<file path="config.mk">
export PLATFORM = sky130hd
export DESIGN_NAME = pipeline_hazard_ctrl
export DESIGN_NICKNAME = d
export VERILOG_FILES = /design/src/rtl/pipeline_hazard_ctrl.sv
export SDC_FILE = /design/constraint.sdc
export NUM_CORES = 1
export LEC_CHECK = 0
export BUFFER_PORTS_ARGS = -buffer_cell sky130_fd_sc_hd__buf_4
export CAP_MARGIN = 30
export CORE_ASPECT_RATIO = 0.8
export CORE_UTILIZATION = 40
export CTS_BUF_LIST = sky130_fd_sc_hd__clkbuf_16
export DETAILED_ROUTE_END_ITERATION = 12
export GPL_TIMING_DRIVEN = 0
export PLACE_DENSITY = 0.85
export SLEW_MARGIN = 30
export SYNTH_ARGS = -nofsm -noshare
export SYNTH_HDL_FRONTEND = slang
export SYNTH_SLANG_ARGS = --single-unit
</file>
<file path="constraint.sdc">
create_clock -name clock -period 6 [get_ports clock]
set_clock_uncertainty 0.1 [all_clocks]
set_input_delay 1.2 -clock clock [delete_from_list [all_inputs] [get_ports clock]]
set_output_delay 1.2 -clock clock [all_outputs]
set_load 0.02 [all_outputs]
</file>
<file path="src/rtl/pipeline_hazard_ctrl.sv">
// -----------------------------------------------------------------------------
// pipeline_hazard_ctrl
//
// Hazard and sequencing controller for the 5-stage pipeline. It handles the
// cases that the decode-stage bypass network cannot resolve on its own:
//   - load-use hazards: hold PC and F/D, and bubble D/X;
//   - taken branches and jumps: flush F/D and D/X;
//   - multi-cycle mult/div: start the unit, then freeze PC, F/D and D/X until
//     the unit reports ready or the watchdog expires.
//
// Ports:
//   clock          system clock, rising edge
//   reset          synchronous, active-high; forces every output to 0
//   fd_instruction instruction held in the F/D latch
//   de_instruction instruction held in the D/X latch
//   branch_taken   execute stage resolved a taken branch/jump for de_instruction
//   md_rdy         multdiv result valid this cycle
//   pc_stall       hold PC
//   fd_stall       hold F/D latch
//   de_stall       hold D/X latch
//   fd_flush       load nop into F/D
//   de_flush       load nop into D/X
//   em_bubble      load nop into X/M
//   md_start       one-cycle start strobe to multdiv
//   md_busy        controller is waiting on multdiv
//   md_timeout     one-cycle pulse when the multdiv watchdog expires
// -----------------------------------------------------------------------------
module pipeline_hazard_ctrl #(
    parameter int MD_TIMEOUT = 40,
    parameter int CNT_W      = 6
) (
    input  logic        clock,
    input  logic        reset,
    input  logic [31:0] fd_instruction,
    input  logic [31:0] de_instruction,
    input  logic        branch_taken,
    input  logic        md_rdy,
    output logic        pc_stall,
    output logic        fd_stall,
    output logic        de_stall,
    output logic        fd_flush,
    output logic        de_flush,
    output logic        em_bubble,
    output logic        md_start,
    output logic        md_busy,
    output logic        md_timeout
);

    localparam logic [4:0] OP_RTYPE = 5'b00000;
    localparam logic [4:0] OP_BNE   = 5'b00010;
    localparam logic [4:0] OP_JR    = 5'b00100;
    localparam logic [4:0] OP_ADDI  = 5'b00101;
    localparam logic [4:0] OP_BLT   = 5'b00110;
    localparam logic [4:0] OP_SW    = 5'b00111;
    localparam logic [4:0] OP_LW    = 5'b01000;
    localparam logic [4:0] OP_BEX   = 5'b10110;
    localparam logic [4:0] ALU_MUL  = 5'b00110;
    localparam logic [4:0] ALU_DIV  = 5'b00111;
    localparam logic [4:0] REG_STATUS = 5'd30;

    localparam logic [CNT_W-1:0] CNT_LAST = CNT_W'(MD_TIMEOUT - 1);

    typedef enum logic {
        MD_IDLE,
        MD_BUSY
    } md_state_t;

    md_state_t        state, state_next;
    logic [CNT_W-1:0] cnt, cnt_next;

    logic [4:0] fd_op, fd_rd, fd_rs, fd_rt;
    logic [4:0] de_op, de_rd, de_aluop;
    logic [4:0] src_a, src_b;
    logic       src_a_vld, src_b_vld;
    logic       de_is_lw, de_is_md, load_use;

    assign fd_op    = fd_instruction[31:27];
    assign fd_rd    = fd_instruction[26:22];
    assign fd_rs    = fd_instruction[21:17];
    assign fd_rt    = fd_instruction[16:12];
    assign de_op    = de_instruction[31:27];
    assign de_rd    = de_instruction[26:22];
    assign de_aluop = de_instruction[6:2];

    assign de_is_lw = (de_op == OP_LW);
    assign de_is_md = (de_op == OP_RTYPE) &&
                      ((de_aluop == ALU_MUL) || (de_aluop == ALU_DIV));

    // Work out which registers the F/D instruction reads. Stores and
    // conditional branches carry a source in the rd slot, and bex implicitly
    // reads the status register, so those need their own cases.
    always_comb begin
        src_a     = fd_rs;
        src_b     = fd_rt;
        src_a_vld = 1'b0;
        src_b_vld = 1'b0;
        case (fd_op)
            OP_RTYPE: begin
                src_a     = fd_rs;
                src_b     = fd_rt;
                src_a_vld = 1'b1;
                src_b_vld = 1'b1;
            end
            OP_ADDI, OP_LW: begin
                src_a     = fd_rs;
                src_a_vld = 1'b1;
            end
            OP_SW, OP_BNE, OP_BLT: begin
                src_a     = fd_rd;
                src_b     = fd_rs;
                src_a_vld = 1'b1;
                src_b_vld = 1'b1;
            end
            OP_JR: begin
                src_a     = fd_rd;
                src_a_vld = 1'b1;
            end
            OP_BEX: begin
                src_a     = REG_STATUS;
                src_a_vld = 1'b1;
            end
            default: begin
            end
        endcase
    end

    // A load into r0 never creates a dependency, since r0 reads as zero.
    assign load_use = de_is_lw && (de_rd != 5'd0) &&
                      ((src_a_vld && (src_a == de_rd)) ||
                       (src_b_vld && (src_b == de_rd)));

    // Next-state and same-cycle control outputs. Mult/div wins over a taken
    // branch, which wins over load-use. While waiting on the unit the whole
    // front end is frozen; the cycle that sees md_rdy (or the last watchdog
    // cycle) releases everything so the result and the instruction move on.
    always_comb begin
        state_next = state;
        cnt_next   = cnt;
        pc_stall   = 1'b0;
        fd_stall   = 1'b0;
        de_stall   = 1'b0;
        fd_flush   = 1'b0;
        de_flush   = 1'b0;
        em_bubble  = 1'b0;
        md_start   = 1'b0;
        md_busy    = 1'b0;
        md_timeout = 1'b0;
        if (reset) begin
            state_next = MD_IDLE;
            cnt_next   = '0;
        end else begin
            case (state)
                MD_IDLE: begin
                    if (de_is_md) begin
                        md_start   = 1'b1;
                        pc_stall   = 1'b1;
                        fd_stall   = 1'b1;
                        de_stall   = 1'b1;
                        em_bubble  = 1'b1;
                        state_next = MD_BUSY;
                        cnt_next   = '0;
                    end else if (branch_taken) begin
                        fd_flush = 1'b1;
                        de_flush = 1'b1;
                    end else if (load_use) begin
                        pc_stall = 1'b1;
                        fd_stall = 1'b1;
                        de_flush = 1'b1;
                    end
                end
                MD_BUSY: begin
                    md_busy = 1'b1;
                    if (md_rdy) begin
                        state_next = MD_IDLE;
                    end else if (cnt == CNT_LAST) begin
                        md_timeout = 1'b1;
                        state_next = MD_IDLE;
                    end else begin
                        pc_stall  = 1'b1;
                        fd_stall  = 1'b1;
                        de_stall  = 1'b1;
                        em_bubble = 1'b1;
                        cnt_next  = cnt + 1'b1;
                    end
                end
                default: begin
                    state_next = MD_IDLE;
                end
            endcase
        end
    end

    // State and busy-cycle counter registers with synchronous reset.
    always_ff @(posedge clock) begin
        if (reset) begin
            state <= MD_IDLE;
            cnt   <= '0;
        end else begin
            state <= state_next;
            cnt   <= cnt_next;
        end
    end

endmodule

</file>
Yosys cells after proc, flatten, opt, wreduce, memory -nomap -nowiden
Index checks and enable logic that the tools add are counted.
- $add $sub $neg: 1
- equality and inequality tests: 16
- muxes and demuxes: 34
- bitwise logic cells: 1
- reduce and logical (&&, ||, !) cells: 15
- operators by type and width (kind ; count):
    5-bit by 3-bit == test with 1-bit output (second input constant) ; 6
    1-bit two-way mux ; 26
    6-bit two-way mux ; 3
    6-bit case mux with 2 select lines ; 1
    5-bit by 4-bit == test with 1-bit output (second input constant) ; 2
    5-bit == test ; 2
    5-bit logical NOT ; 2
    5-bit case mux with 2 select lines ; 1
    4-bit OR reduction ; 2
    8-bit OR reduction ; 1
    6-bit by 1-bit adder with 6-bit output (second input constant) ; 1
    6-bit == test (second input constant) ; 1
    2-bit inequality test (second input constant) ; 3
    5-bit by 2-bit == test with 1-bit output (second input constant) ; 1
    5-bit == test (second input constant) ; 1
    1-bit logical AND ; 5
    5-bit two-way mux ; 1
    5-bit nonzero test ; 1
    1-bit case mux with 2 select lines ; 2
    3-bit AND reduction ; 1
    3-bit OR reduction ; 1
    1-bit logical OR ; 2
    1-bit NOT ; 1
- register bits: 7
- bits of input ports: 68
- output and inout port bits: 9
- logic and storage cells: 69

Depth between registers and ports, before layout
Gate-level depths: netlist of the first run.
- depth in word-level cells: 12
- depth in mapped cells: 9
- gate-level depth less buffers: 8

Worst setup path after synthesis of the first run
Ideal clock, no wire load.
- path kind: in2out
- from: input port fd_instruction[28]
- to: output port pc_stall
- arrival time: 3.260 ns
- data required time: 4.700 ns
- slack: 1.440 ns
- cell stages on the path: 9
- cells stage by stage: buf_6 > nor2b_1 > a221o_1 > and2_4 > o221a_1 > nor4_1 > o2111ai_1 > o22ai_1 > buf_4
- word-level cells in the longest chain between the ends: 12
- elaborated cells on any way between the ends: 27
- classes of those cells: eq/ne: 9; mux: 9; reduce/logical: 9
- RTL lines (element ; line ; text):
    start, declared ; 34 ; input logic [31:0] fd_instruction,
    5-bit by 3-bit == test with 1-bit output or 5-bit by 2-bit == test with 1-bit output (tied branches) ; 97 ; case (fd_op)
    4-bit OR reduction (no line) or 3-bit OR reduction (tied branches) ; -- ;
    5-bit case mux with 2 select lines or 5-bit two-way mux (tied branches) ; 97 ;
    5-bit == test (on tied branches) ; 129, 130 ;
    1-bit logical AND (on tied branches) ; 129, 130 ;
    1-bit logical OR (*) ; 129 ; ((src_a_vld && (src_a == de_rd)) ||
    1-bit logical AND (*) ; 128 ; assign load_use = de_is_lw && (de_rd != 5'd0) &&
    1-bit two-way mux (*) (3 in a row) ; -- ;
    1-bit case mux with 2 select lines (*) ; -- ;
    1-bit two-way mux (*) ; -- ;
    end, declared ; 38 ; output logic pc_stall,
Every way passes the cells marked *; elsewhere a longest branch is shown, timed or not.

Worst setup path after layout of the first run
- from: input port fd_instruction[29]
- to: output port pc_stall
- word-level cells in the longest chain between the ends: 12
- elaborated cells on any way between the ends: 27
- classes of those cells: eq/ne: 9; mux: 9; reduce/logical: 9
- RTL lines (element ; line ; text):
    5-bit by 3-bit == test with 1-bit output or 5-bit by 2-bit == test with 1-bit output (tied branches) ; 97 ;
    4-bit OR reduction (no line) or 3-bit OR reduction (tied branches) ; -- ;
    5-bit case mux with 2 select lines or 5-bit two-way mux (tied branches) ; 97 ;
    5-bit == test (on tied branches) ; 129, 130 ;
    1-bit logical AND (on tied branches) ; 129, 130 ;
    1-bit logical OR (*) ; 129 ;
    1-bit logical AND (*) ; 128 ;
    1-bit two-way mux (*) ; 165 ; end else if (load_use) begin
    1-bit two-way mux (*) ; 162 ; end else if (branch_taken) begin
    1-bit two-way mux (*) ; 154 ; if (de_is_md) begin
    1-bit case mux with 2 select lines (*) ; 152 ; case (state)
    1-bit two-way mux (*) ; 148 ; if (reset) begin
Marks and branches as above.

==> results of run 1 <==
## state kept, by name (all words and copies together) (netlist names)
signal  flops
cnt         6
state       1
## logic make-up (layout without fill, tap and decap cells)
logic type | count (synthesis) | after routing | synth area share [%]
AO/OA/AOI/OAI | 27 | 27 | 24.6
XOR/XNOR | 8 | 8 | 8.21
adder cells (fa/ha/maj) | 1 | 1 | 1.47
buffers and inverters | 14 | 62 | 7.92
flip-flops | 7 | 7 | 16.4
multiplexers | 5 | 5 | 5.87
AND/OR/NAND/NOR | 53 | 53 | 35.5
## worst paths after layout
check                                        start  endpoint  cells past startpoint
worst max-delay path            fd_instruction[29]  pc_stall                     10
worst min register to register              cnt[1]    cnt[1]                      2
worst max register to register              cnt[0]    cnt[5]                      8
worst min-delay path                        cnt[1]    cnt[1]                      2
## power by group through the flow
stage	logic (uW)	clock network (uW)	registers (uW)
finish	55.0	111	46.8
global route	59.3	115	46.8
CTS	54.6	114	46.8
detailed placement	54.5	0	47.5
global placement	52.6	0	47.5
floorplan	25.2	0	47.5
## cells in the final DEF (no fill, tap or decap), types with 4 or more instances in the layout
master | Yosys | routed
sky130_fd_sc_hd__buf_4 | 2 | 46
sky130_fd_sc_hd__nor2_1 | 15 | 15
sky130_fd_sc_hd__inv_1 | 10 | 11
sky130_fd_sc_hd__xor2_1 | 8 | 8
sky130_fd_sc_hd__nand2b_1 | 7 | 7
sky130_fd_sc_hd__dfxtp_1 | 7 | 7
sky130_fd_sc_hd__nand2_1 | 6 | 6
sky130_fd_sc_hd__mux2i_1 | 5 | 5
sky130_fd_sc_hd__o22ai_1 | 4 | 4
## final cells by class
class                   instances  area [sq um]  area share [%]
clock inverters                 1          3.75           0.290
flip-flops and latches          7           140            10.8
repair buffers                 44           330            25.6
well taps                      24          30.0            2.32
plain buffers                   4          30.0            2.32
inverters                      10          37.5            2.90
clock buffers                   3          75.1            5.81
multi-input cells              94           646            50.0
## per-layer routing
metal	track usage [%]	part of all wire [%]
met1	28.4	44
met2	38.8	49
met3	4.30	6.8
met4	2.11	0
met5	0	0
## worst reg2reg max path, delay by kind of cell (launching register included)
kind / cells / cell delay [ns]
AND/OR/NAND/NOR: 6 / 0.94
flip-flops: 1 / 0.33
adder cells (fa/ha/maj): 1 / 0.24
XOR/XNOR: 1 / 0.14
## stage by stage
step / area [sq um] / power, uW / hold WS, ns / util [%] / instances
2_1_floorplan: 853 / 72.7 / 0.379 / - / 115
3_3_place_gp: 1210 / 100 / 0.402 / 62.4 / 183
3_5_place_dp: 1210 / 102 / 0.413 / 62.4 / 183
4_1_cts: 1290 / 215 / 0.427 / 66.5 / 187
5_1_grt: 1290 / 221 / 0.468 / 66.5 / 187
6_report: 1290 / 213 / 0.428 / 66.5 / 187
==> summary by stage, run 1 <==
Status
The flow ran to the end, and the final reports show no timing, DRC or antenna violations.

Clock tree
The H-tree level count is 1. In this run the deepest clock path goes through 2 buffers. The cts-stage hold buffer count is 0. TritonCTS built the clock tree. The root buffer selected by CTS is sky130_fd_sc_hd__clkbuf_16. The post-CTS setup-driven buffer insertion count is 0. The insertion delay to the later sink of the worst-skew pair is 0.23 ns. The sink count of the clock tree is 7.

The number of buffers created by CTS is 3. The number of cells upsized or downsized after cts is 0. After clock tree synthesis, the clock-pin slew on the worst setup and hold paths is 0.04 ns.

Final layout
Cells with a size suffix above 1 make up 32.5% of the layout. Relative to the synthesized area, the layout overhead comes to 51.5%. The post-layout net count is 233.

The layout has 181 filler cells. The diode insertion count for antenna repair is 0.

Power
The internal power is 163 uW. The clock network is responsible for 52.2% of the overall power. Of the total power, combinational logic draws 25.8%. The sequential cell fraction of total power is 22.0%. Summed over all cells, the static leakage comes to 0.000619 uW. The power per unit of standard cell area is 165 nW/um^2. In this run switching power makes up 23.5% of total power.

The worst-case IR drop observed on VDD is 177 uV. The net switching component of the power is 50.1 uW.

Synth
The top flip-flop cell by instance count after synthesis is sky130_fd_sc_hd__dfxtp_1. The commonest cells after synthesis are sky130_fd_sc_hd__nor2_1 (15), sky130_fd_sc_hd__inv_1 (10), sky130_fd_sc_hd__xor2_1 (8). The dominant cell by count in the synthesized netlist is sky130_fd_sc_hd__nor2_1.

After synthesis, flip-flops and latches occupy 16.4% of the total area. The number of cells produced by synthesis is 115. By area the synthesized netlist is led by sky130_fd_sc_hd__dfxtp_1 (16%), sky130_fd_sc_hd__xor2_1 (8.2%), sky130_fd_sc_hd__nor2_1 (6.6%). In this run the mean area of a mapped cell was 7.42 sq um. Summed over its instances, the top area cell type makes up 16.4% of the synthesized netlist area. Yosys printed 0 warnings. The register bit count reported by yosys is 7.

The synthesized net count is 184. Counting distinct cell types in the post-synthesis netlist gives 38. The top cell type by total area after synthesis is sky130_fd_sc_hd__dfxtp_1. The number of enable-type register cells in the synthesized netlist is 0. The mapped netlist covers 853 sq um. After synthesis, the share of flip-flops with an asynchronous set or reset is 0%.

Timing
The transition time at the pin with the least slew margin is 0.520 ns. The final worst slack is 1.37 ns. Counting I/O delays and the setup requirement, the final critical path takes 4.63 ns. In the finished design, the share of the clock period the worst path needs comes to 77.2%. The achievable frequency is 216 MHz. Setup violations remaining at the end of the flow were counted as 0. The number of failing hold endpoints at the final stage is 0. The number of pins exceeding their max-slew limit in the final report came to 0. Headroom to the max-slew limit came out at 65.3%. Setup repair after global routing left no endpoint under its margin. After routing, the total negative slack on setup checks comes to 0 ns.

Setup path
The worst-path maximum fanout is 9. The worst endpoint required time is 4.70 ns. The longest individual stage delay on the worst path is 0.39 ns. The critical path's most frequent cell is sky130_fd_sc_hd__buf_4. The worst setup path is launched from an input pin. Together, buffers and inverters on the worst path number 3. The critical path goes through buf_4 > nand2b_1 > a221o_1 > and2_4 > o221a_1 > nor4_1 > o2111ai_1 > o22ai_1 > buf_4 > buf_4. The critical path capture point type is a primary output. For this design, the slowest cell found on the critical path is sky130_fd_sc_hd__nor4_1. On the critical path the largest part of the delay comes from compound AO/OA/AOI/OAI gates. The setup path with the least slack is of type in2out. The endpoint arrival time on the critical path is 3.33 ns.

Across all register-to-register paths, the minimum setup slack is 4.14 ns.

Route
The number of DRC violations after detailed routing is 0. In this run the remaining antenna-violating nets after routing total 0. The routed design has 2.49 mm of wire. The first detailed-routing pass took 4 iterations.

After the first detailed-routing iteration, the DRC count stood at 39. The average wire length per cell after detail routing is 13.3 um. The overall via count from detail_route is 1029.

Dividing the detail-routed via count by the number of cells gives 5.50.

Placed design
The routability congestion estimate from global placement is 0.890. The pre-CTS setup slack is 1.39 ns. Input and output buffers added on the ports amount to 44. The half-perimeter wire length of the detailed placement result is 2.04 mm.

Floorplan
The core area is 1940 sq um. The number of top-level design ports is 77. The number of rows in the core area is 14.

From bottom edge to top edge, the die measures 43.3 um. The die span in x is 53.6 um. For this configuration, the core starts out at a cell density of 43.9%.

The floorplan step defined a die boundary enclosing 2320 sq um.

GRT
For this run, the total global-route usage over all layers was measured as 22.0%. The maximum number of pins on one net before global-route repair is 10. The number of antenna violations at the first check in global routing is 0. The number of global-route vias before repair was 922. The first global-routing pass estimated 3.76 mm of wire.

For this run the aggregate overflow at the end of global routing stands at 0.

Worst hold path
The kind of path behind the tightest hold check is reg2reg.

Job
The number of max-capacitance violations reported is 0.
Note: power is estimated with default switching activity, not from simulation.
==> run 2: changes to the inputs <==
--- a/config.mk
+++ b/config.mk
@@ -8,11 +8,11 @@
 export BUFFER_PORTS_ARGS = -buffer_cell sky130_fd_sc_hd__buf_4
 export CAP_MARGIN = 30
 export CORE_ASPECT_RATIO = 0.8
-export CORE_UTILIZATION = 40
+export CORE_UTILIZATION = 37
 export CTS_BUF_LIST = sky130_fd_sc_hd__clkbuf_16
 export DETAILED_ROUTE_END_ITERATION = 12
 export GPL_TIMING_DRIVEN = 0
-export PLACE_DENSITY = 0.85
+export PLACE_DENSITY = 0.8
 export SLEW_MARGIN = 30
 export SYNTH_ARGS = -nofsm -noshare
 export SYNTH_HDL_FRONTEND = slang
==> constraint.sdc (replaced) <==
create_clock -name clock -period 4.4 [get_ports clock]
set_clock_uncertainty 0.1 [all_clocks]
set_input_delay 0.88 -clock clock [delete_from_list [all_inputs] [get_ports clock]]
set_output_delay 0.88 -clock clock [all_outputs]
set_load 0.02 [all_outputs]
==> run 2 against run 1 <==
Net effect: die area increased by 7.8%; sequential power increased by 37%; register-to-register slack got worse by 1.6 ns; first-iteration DRC count increased by 18%; wire length increased by 4.8%; power increased by 37%; clock-buffer cell count unchanged.
==> summary by stage, run 2 (synthesis gave the netlist of run 1 again) <==
Setup path
The start-to-end type of the worst setup path is in2out. The longest individual stage delay on the worst path is 0.36 ns. The worst-path maximum fanout is 9. The logic depth of the worst register-to-register path is 8. The critical path capture point type is a primary output. For the worst setup path, the data required time is 3.42 ns. Grouping stages by cell kind, the critical path spends the most delay in compound AO/OA/AOI/OAI gates. On the critical path, the stage with the largest delay is an instance of sky130_fd_sc_hd__a221o_1. The endpoint arrival time on the critical path is 3.01 ns. The register-to-register setup slack is 2.54 ns. In this run the critical register-to-register path is captured at cnt[4].

The worst register-to-register path begins at cnt[0]. Counting stages on the worst path, the most repeated cell is sky130_fd_sc_hd__buf_4. The number of buffers and inverters on the critical path is 3. Walking the worst path, the cells encountered are buf_4 > nand2b_1 > a221o_1 > and2_4 > o221a_1 > nor4_1 > o2111ai_1 > o22ai_1 > buf_4 > buf_4. The startpoint type of the worst setup path is an input pin.

Floorplan
The die span in x is 55.7 um. The chip height is 45.0 um. The area enclosed by the die boundary is 2500 sq um. Row generation in the floorplan step produced 15 rows. The initial utilization of the core area, before any placement, comes to 39.5%.

77 I/O pins were placed. After floorplanning, the core was sized to cover 2160 sq um.

Route
The number of DRC violations after detailed routing is 0. Dividing the detail-routed via count by the number of cells gives 5.91. Summed over all layers, the routed wires come to 2.61 mm.

The pre-antenna-repair detailed-routing pass consisted of 6 iterations. The average wire length per cell after detail routing is 13.9 um. Across all layers, the routed design uses 1111 vias. For this block, the initial DRC count from the detailed router was 46. Once detail routing completed, the nets flagged for antenna violations numbered 0.

Placed design
The half-perimeter wire length of the detailed placement result is 2.13 mm. The count of input and output buffers is 44. After detailed placement, the design holds a cell count of 184.

The congestion estimate from routability-driven global placement came to 0.867.

Power
The worst vdd rail ir drop is 196 uV. Dividing total power by cell area gives a power density of 226 nW/um^2. The sequential cell fraction of total power is 21.8%. Per report_power, the clock group accounts for 52.2% of the total.

Summed over all nets, the switching power comes to 70.0 uW. The fraction of power spent switching nets is 24.0%. The internal power of the cells totals 222 uW.

The share of total power dissipated in combinational logic is 25.9%. The analysis attributes to cell leakage a power of 0.000619 uW.

Final layout
The area added between synthesis and finish is 51.6%. In the layout the commonest cells are sky130_fd_sc_hd__buf_4 (46), sky130_fd_sc_hd__nor2_1 (15), sky130_fd_sc_hd__inv_1 (11), sky130_fd_sc_hd__xor2_1 (8). The final layout contains 233 nets. Of the cells placed in the final design, the portion with a size suffix greater than 1 is 32.5%. The diode insertion count for antenna repair is 0. cnt holds more flip-flops than any other register. The register with the most flip-flops in the layout has 6 of them. The final cell count without fillers is 188. The largest registers in the layout are cnt (6), state (1). The library cell used most frequently in the layout, excluding fill and tap cells, is sky130_fd_sc_hd__buf_4.

Clock tree
The TritonCTS clock tree is yes. The clock passes through at most 2 buffers. In this run the post-CTS setup repair buffer count came out at 0. The number of cells upsized or downsized after cts is 0. The clock-pin slew on the worst setup and hold paths is 0.04 ns. TritonCTS created 3 clock buffers. For the worst-skew pair, the clock arrives at the later sink with an insertion delay of 0.23 ns. The sink count of the clock tree is 7. In this run, post-CTS hold repair placed 0 buffers. The root buffer selected by CTS is sky130_fd_sc_hd__clkbuf_16.

In this run the number of H-tree levels came out at 1.

Timing
The number of pins exceeding their max-slew limit in the final report came to 0. The final critical path takes up 90.6% of the cycle. The number of failing hold endpoints at the final stage is 0. Setup repair after global routing left no endpoint under its margin. After layout, the minimum clock period comes to 3.99 ns. Based on the critical path, the design can be clocked at up to 251 MHz.

The number of setup violations in the final report is 0. The setup TNS is 0 ns. The worst slew margin relative to its limit is 66.8%. The transition time at the pin with the least slew margin is 0.497 ns.

Job
The number of max-capacitance violations reported is 0.

GRT
Global routing consumed, on the met1 layer, 25.5% of the routing resources. The number of global-route vias before repair is 1017. After global routing the overflow that remains totals 0.

The maximum number of pins on one net before global-route repair is 10. The number of antenna violations at the first check in global routing came to 0. The met2 track demand over resource is 38.8%. For this run, global-route usage on met3 was measured as 6.30%.

After global routing, the most crowded layer is met2. The total global-route track usage is 21.3%. The first-pass GRT wire length is 4.17 mm.

Worst hold path
The worst hold endpoint is cnt[5]. The number of instances on the worst hold path is 2. The min-delay analysis places its worst path in the category reg2reg.

The worst hold path begins at cnt[5].

Status
The flow ran to the end, and the final reports show no timing, DRC or antenna violations.
[run 2: cell counts in the layout (fill, tap and decap cells not counted)]
No cell type changed its count.
[run 2: worst max-delay path by stage]
stage,start,to,cells past startpoint
CTS,fd_instruction[30],pc_stall,10
global route,fd_instruction[30],pc_stall,10
global placement,fd_instruction[29],pc_stall,10
detailed placement,fd_instruction[29],pc_stall,10
floorplan,fd_instruction[28],pc_stall,9
finish,fd_instruction[29],pc_stall,10
[run 2: layout make-up]
type / instances / area (sq um)
multi-input combinational: 94 / 646
tap: 25 / 31.3
buffer: 4 / 30.0
sequential: 7 / 140
clock buffer: 3 / 75.1
inverter: 10 / 37.5
timing repair buffer: 44 / 330
clock inverter: 1 / 3.75
fill: 206 / 865
[run 2: power by group through the flow]
stage / registers, uW / clock network (uW) / logic [uW]
finish: 63.9 / 153 / 75.7
global placement: 64.8 / 0 / 71.7
floorplan: 64.8 / 0 / 34.4
detailed placement: 64.8 / 0 / 74.5
CTS: 63.9 / 154 / 75.1
global route: 63.8 / 159 / 82.0
[run 2: metrics by stage]
| step | utilization, % | hold WS, ns | cell area, sq um | worst slack (ns) | power [uW] |
|---|---|---|---|---|---|
| final | 59.9 | 0.432 | 1290 | 0.413 | 292 |
| after global routing | 59.9 | 0.464 | 1290 | 0.252 | 305 |
| after CTS | 59.9 | 0.424 | 1290 | 0.421 | 293 |
| after detailed placement | 56.3 | 0.417 | 1210 | 0.427 | 139 |
| after global placement | 56.3 | 0.396 | 1210 | 0.418 | 137 |
| after floorplan | - | 0.379 | 853 | 0.480 | 99.2 |
[run 2: tightest hold or removal path: stages, from the launching register on]
cell and delay [ns]:
sky130_fd_sc_hd__dfxtp_1 0.35, sky130_fd_sc_hd__xor2_1 0.08, sky130_fd_sc_hd__nor2_1 0.07
[run 2: routing by layer]
layer / up-vias / wire length (um)
li1: 524 / -
met3: 3 / 199
met2: 52 / 1330
met1: 532 / 1070
met4: 0 / 10
met5: - / 0
